`config.mk`:
```
export PLATFORM = sky130hd
export DESIGN_NAME = sonar_medida_uc
export DESIGN_NICKNAME = d
export VERILOG_FILES = /design/src/rtl/sonar_medida_uc.sv
export SDC_FILE = /design/constraint.sdc
export NUM_CORES = 1
export LEC_CHECK = 0
export ABC_AREA = 1
export CORE_MARGIN = 4
export CORE_UTILIZATION = 66
export CTS_BUF_LIST = sky130_fd_sc_hd__clkbuf_8
export CTS_CLUSTER_SIZE = 14
export DETAILED_ROUTE_END_ITERATION = 8
export PLACE_DENSITY_LB_ADDON = 0.12
export REMOVE_ABC_BUFFERS = 1
export SLEW_MARGIN = 20
export SYNTH_ARGS = -nofsm -noshare
export SYNTH_HDL_FRONTEND = slang
export SYNTH_SLANG_ARGS = --single-unit
```
`constraint.sdc`:
```
create_clock -name clock -period 2.9 [get_ports clock]
set_input_delay 0.87 -clock clock [delete_from_list [all_inputs] [get_ports clock]]
set_output_delay 0.87 -clock clock [all_outputs]
set_load 0.01 [all_outputs]
```
`src/rtl/sonar_medida_uc.sv`:
```
// Control unit for one ultrasonic distance measurement: clear, trigger, wait for echo,
// time the echo through contador_cm, then load the result register. Missing/stuck echo -> erro.
module sonar_medida_uc #(
    parameter int TRIGGER_CYCLES = 500,
    parameter int TIMEOUT_CYCLES = 1500000
) (
    input  logic       clock,
    input  logic       reset,
    input  logic       medir,
    input  logic       echo,
    input  logic       fim_medida,
    output logic       zera,
    output logic       trigger,
    output logic       registra,
    output logic       pronto,
    output logic       erro,
    output logic [3:0] db_estado
);

    localparam int TRIG_W = $clog2(TRIGGER_CYCLES + 1);
    localparam int TMO_W  = $clog2(TIMEOUT_CYCLES + 1);
    localparam logic [TRIG_W-1:0] TRIG_LAST = TRIG_W'(TRIGGER_CYCLES - 1);
    localparam logic [TMO_W-1:0]  TMO_LAST  = TMO_W'(TIMEOUT_CYCLES - 1);

    typedef enum logic [3:0] {
        INICIAL       = 4'b0000,
        PREPARACAO    = 4'b0001,
        ENVIA_TRIGGER = 4'b0010,
        ESPERA_ECHO   = 4'b0011,
        MEDIDA        = 4'b0100,
        ARMAZENAMENTO = 4'b0101,
        FINAL_MEDIDA  = 4'b0110,
        FALHA         = 4'b0111
    } estado_t;

    estado_t           estado_r;
    logic [TRIG_W-1:0] cnt_trig_r;
    logic [TMO_W-1:0]  cnt_tmo_r;
    logic              erro_r;

    function automatic logic [TRIG_W-1:0] sat_inc_trig(input logic [TRIG_W-1:0] v);
        if (v == {TRIG_W{1'b1}}) begin
            return v;
        end else begin
            return v + TRIG_W'(1);
        end
    endfunction

    function automatic logic [TMO_W-1:0] sat_inc_tmo(input logic [TMO_W-1:0] v);
        if (v == {TMO_W{1'b1}}) begin
            return v;
        end else begin
            return v + TMO_W'(1);
        end
    endfunction

    // Sequencing FSM with its trigger/timeout counters and the sticky error flag.
    always_ff @(posedge clock or negedge reset) begin
        if (!reset) begin
            estado_r   <= INICIAL;
            cnt_trig_r <= '0;
            cnt_tmo_r  <= '0;
            erro_r     <= 1'b0;
        end else begin
            case (estado_r)
                INICIAL: begin
                    if (medir) begin
                        estado_r <= PREPARACAO;
                    end else begin
                        estado_r <= INICIAL;
                    end
                end
                PREPARACAO: begin
                    cnt_trig_r <= '0;
                    cnt_tmo_r  <= '0;
                    erro_r     <= 1'b0;
                    estado_r   <= ENVIA_TRIGGER;
                end
                ENVIA_TRIGGER: begin
                    cnt_trig_r <= sat_inc_trig(cnt_trig_r);
                    if (cnt_trig_r == TRIG_LAST) begin
                        estado_r <= ESPERA_ECHO;
                    end else begin
                        estado_r <= ENVIA_TRIGGER;
                    end
                end
                // Echo has priority over a timeout expiring in the same cycle.
                ESPERA_ECHO: begin
                    cnt_tmo_r <= sat_inc_tmo(cnt_tmo_r);
                    if (echo) begin
                        estado_r <= MEDIDA;
                    end else if (cnt_tmo_r == TMO_LAST) begin
                        estado_r <= FALHA;
                    end else begin
                        estado_r <= ESPERA_ECHO;
                    end
                end
                MEDIDA: begin
                    cnt_tmo_r <= sat_inc_tmo(cnt_tmo_r);
                    if (fim_medida) begin
                        estado_r <= ARMAZENAMENTO;
                    end else if (cnt_tmo_r == TMO_LAST) begin
                        estado_r <= FALHA;
                    end else begin
                        estado_r <= MEDIDA;
                    end
                end
                ARMAZENAMENTO: begin
                    estado_r <= FINAL_MEDIDA;
                end
                FINAL_MEDIDA: begin
                    estado_r <= INICIAL;
                end
                FALHA: begin
                    erro_r   <= 1'b1;
                    estado_r <= INICIAL;
                end
                default: begin
                    estado_r <= INICIAL;
                end
            endcase
        end
    end

    // Moore output decode straight from the state register, so reset drops them at once.
    always_comb begin
        zera     = 1'b0;
        trigger  = 1'b0;
        registra = 1'b0;
        pronto   = 1'b0;
        case (estado_r)
            PREPARACAO:    zera     = 1'b1;
            ENVIA_TRIGGER: trigger  = 1'b1;
            ARMAZENAMENTO: registra = 1'b1;
            FINAL_MEDIDA:  pronto   = 1'b1;
            default: begin
                zera     = 1'b0;
                trigger  = 1'b0;
                registra = 1'b0;
                pronto   = 1'b0;
            end
        endcase
    end

    assign erro      = erro_r;
    assign db_estado = estado_r;

endmodule

```
==> flow_metrics.env <==
export IMPL_status="complete, no violations"
export IMPL_p_leak_uw=0.00116
export IMPL_use_met2_pct=39.6
export IMPL_layout_drive_gt1_share_pct=7.25
export IMPL_coreArea_um2=3100
export IMPL_grt_max_degree=35
export IMPL_hold_viol_final=0
export IMPL_grt_antenna_before_repair=0
export IMPL_drt_vias_per_instance=5.54
export IMPL_ys_types=28
export IMPL_rows=20
export IMPL_syn_area_um2=2170
export IMPL_use_met1_pct=34.0
export IMPL_setup_violations=0
export IMPL_grt_pass1_vias=1981
export IMPL_die_area_um2=4260
export IMPL_busiest_layer="met2"
export IMPL_max_freq_mhz=365
export IMPL_ys_async_sr_fraction_pct=100
export IMPL_ys_warn_count=0
export IMPL_vias=2077
export IMPL_gp_congestion=0.855
export IMPL_clk_latency_ns=0.29
export IMPL_clkTransAtPathRegs_ns=0.08
export IMPL_final_nets=338
export IMPL_cts_sinks=34
export IMPL_area_delta_synth_final_pct=10.5
export IMPL_synth_seq_area_share_pct=39.3
export IMPL_drt_pre_antenna_iters=5
export IMPL_yosys_area_top_type="dfrtp_1"
export IMPL_start_util_pct=69.8
export IMPL_drc=0
export IMPL_holdBufCountCts=0
export IMPL_slew_headroom_pct=60.1
export IMPL_cts_resized=0
export IMPL_drt_iter0_drc=203
export IMPL_slew_viol_final=0
export IMPL_cts_setup_buffers=0
export IMPL_synth_edff_count=0
export IMPL_cts_made_buffers=5
export IMPL_min_period_ns=2.74
export IMPL_portBuffers=12
export IMPL_clock_path_buffers=2
export IMPL_io_pin_count=14
export IMPL_grt_use_total_pct=26.2
export IMPL_tightest_slew_ns=0.597
export IMPL_met3_usage_pct=6.67
export IMPL_final_core_util_pct=77.1
export IMPL_startpoint_type="flop"
export IMPL_fin_crit_sh_pct=94.5
export IMPL_crit_required_ns=2.03
export IMPL_diodes=0
export IMPL_hold_class="reg2reg"
export IMPL_synthCells=315
export IMPL_crit_type="reg2out"
export IMPL_die_h_um=65.3
export IMPL_cp_cell_sequence="inv_1, nor2_1, nand2_2, inv_2, clkdlybuf4s50_1"
export IMPL_crit_buf_inv=3
export IMPL_cp_end_kind="primary output"
export IMPL_wl_per_cell_um=13.0
export IMPL_dp_hpwl_mm=3.44
export IMPL_die_width_um=65.3
export IMPL_powerDensity_nw_per_um2=662
export IMPL_worst_ep_arrival_time_ns=1.87
export IMPL_crit_family="buffers and inverters"
export IMPL_fin_skew_ns=0.00978
export IMPL_fin_tns_setup_ns=0
export IMPL_grt_first_pass_wirelength_mm=8.56
export IMPL_rsz0062_at_grt="no"
export IMPL_avgSynthCellArea_um2=6.88
export IMPL_synth_area_leaders="dfrtp_1 39%, nand2_1 17%, nand3_1 7.9%"
export IMPL_synth_top_area_share_pct=39.3
export IMPL_antenna_left=0
export IMPL_maxCapViolCount=0
export IMPL_drt_total_wl_mm=4.87
export IMPL_grt_overflow_total=0
export IMPL_max_stage_delay_ns=0.55
export IMPL_cts_tree="yes"
export IMPL_root_buffer="clkbuf_8"
export IMPL_ys_ff_latch=34
export IMPL_htree_num_levels=2
export IMPL_slowest_stage="clkdlybuf4s50_1"
export IMPL_peakVddDrop_v=0.000683
export IMPL_dominantRegCellSynth="dfrtp_1"
export IMPL_crit_fanout=7
worst register-to-register path, stage by stage (launching register included):
cell and delay [ns]:
dfrtp_1 0.42, ha_1 0.27, nand3_2 0.17, nor2_4 0.21, nand3_2 0.13, a21oi_4 0.52
o21ai_0 0.20
synthesized netlist by cell type (3+ instances only):
cell type	number
nand4_1	4
nand2_1	98
o21ai_0	17
dfrtp_1	34
nor3_1	6
inv_1	39
nand3_1	34
o21bai_1	5
nor2_1	37
buf_6	3
nand2_2	5
ha_1	3
a21oi_1	9
nand3_2	3
final cells by class:
type                            count  area (µm²)
Timing Repair Buffer               13         128
Fill cell                         265         709
Sequential cell                    34         851
Multi-Input combinational cell    235        1110
Tap cell                           44        55.1
Clock buffer                        6        82.6
Inverter                           41         154
Clock inverter                      2        8.76
logic make-up (layout without fill, tap and decap cells):
logic type | Yosys count | count (layout) | share of synthesized area (%)
adder cells (fa/ha/maj) | 3 | 3 | 1.73
flip-flops | 34 | 34 | 39.3
AND/OR/NAND/NOR | 194 | 194 | 39.3
buffers and inverters | 46 | 62 | 9.24
other | 1 | 1 | 0.173
XOR/XNOR | 1 | 1 | 0.404
AO/OA/AOI/OAI | 36 | 36 | 9.82
report_power, final:
part | total (µW) | internal [µW] | switching, µW | leakage (µW)
Sequential | 595 | 530 | 65.7 | 0.000467
Clock | 364 | 188 | 176 | 0.0000524
Combinational | 624 | 199 | 424 | 0.000638
Total | 1580 | 917 | 666 | 0.00116
flip-flops by register name (all words and copies together), names as in the netlist:
register / flops
db_estado: 3
cnt_tmo_r: 21
cnt_trig_r: 9
erro: 1
metrics by stage:
stage / cells / area, µm² / hold WS, ns / setup WS (ns) / power [µW]
after floorplan: 310 / 2120 / 0.471 / 1.05 / 992
after global placement: 367 / 2300 / 0.501 / 0.514 / 1190
after detailed placement: 367 / 2300 / 0.491 / 0.481 / 1210
after CTS: 375 / 2390 / 0.513 / 0.151 / 1580
after global routing: 375 / 2390 / 0.560 / 0.00353 / 1700
final: 375 / 2390 / 0.508 / 0.160 / 1580
placed cells by master (no fill, tap or decap):
master / count
nand3_1: 34
nor2_1: 37
conb_1: 1
nand4_1: 4
clkbuf_8: 6
xor2_1: 1
o22ai_1: 1
or2_2: 1
a21oi_4: 1
and2_1: 2
o21bai_1: 5
nor3_1: 6
inv_1: 40
nor2_4: 1
nand3_2: 3
clkinv_2: 1
inv_2: 2
a21oi_1: 9
buf_4: 1
dfrtp_1: 34
clkdlybuf4s50_1: 12
o21ai_2: 2
nand2_1: 98
o21ai_0: 17
nor4_1: 2
ha_1: 3
nor3_4: 1
o21ai_1: 1
nand2_2: 5
layer usage:
metal	vias to the layer above	wire (µm)
met5	-	0
met4	0	153
met3	16	298
met2	77	2240
met1	944	2180
li1	1040	-
worst paths after layout:
kind	start	to	slack [ns]	depth (start not counted)
hold reg to reg	erro	erro	0.51	2
min in group asynchronous	reset	cnt_tmo_r[4]	0.99	2
hold / removal	erro	erro	0.51	2
max in group asynchronous	reset	cnt_trig_r[4]	1.60	2
setup reg to reg	cnt_tmo_r[0]	cnt_tmo_r[17]	0.85	6
setup / recovery	db_estado[0]	zera	0.16	5
Note: power is estimated with default switching activity, not from simulation.
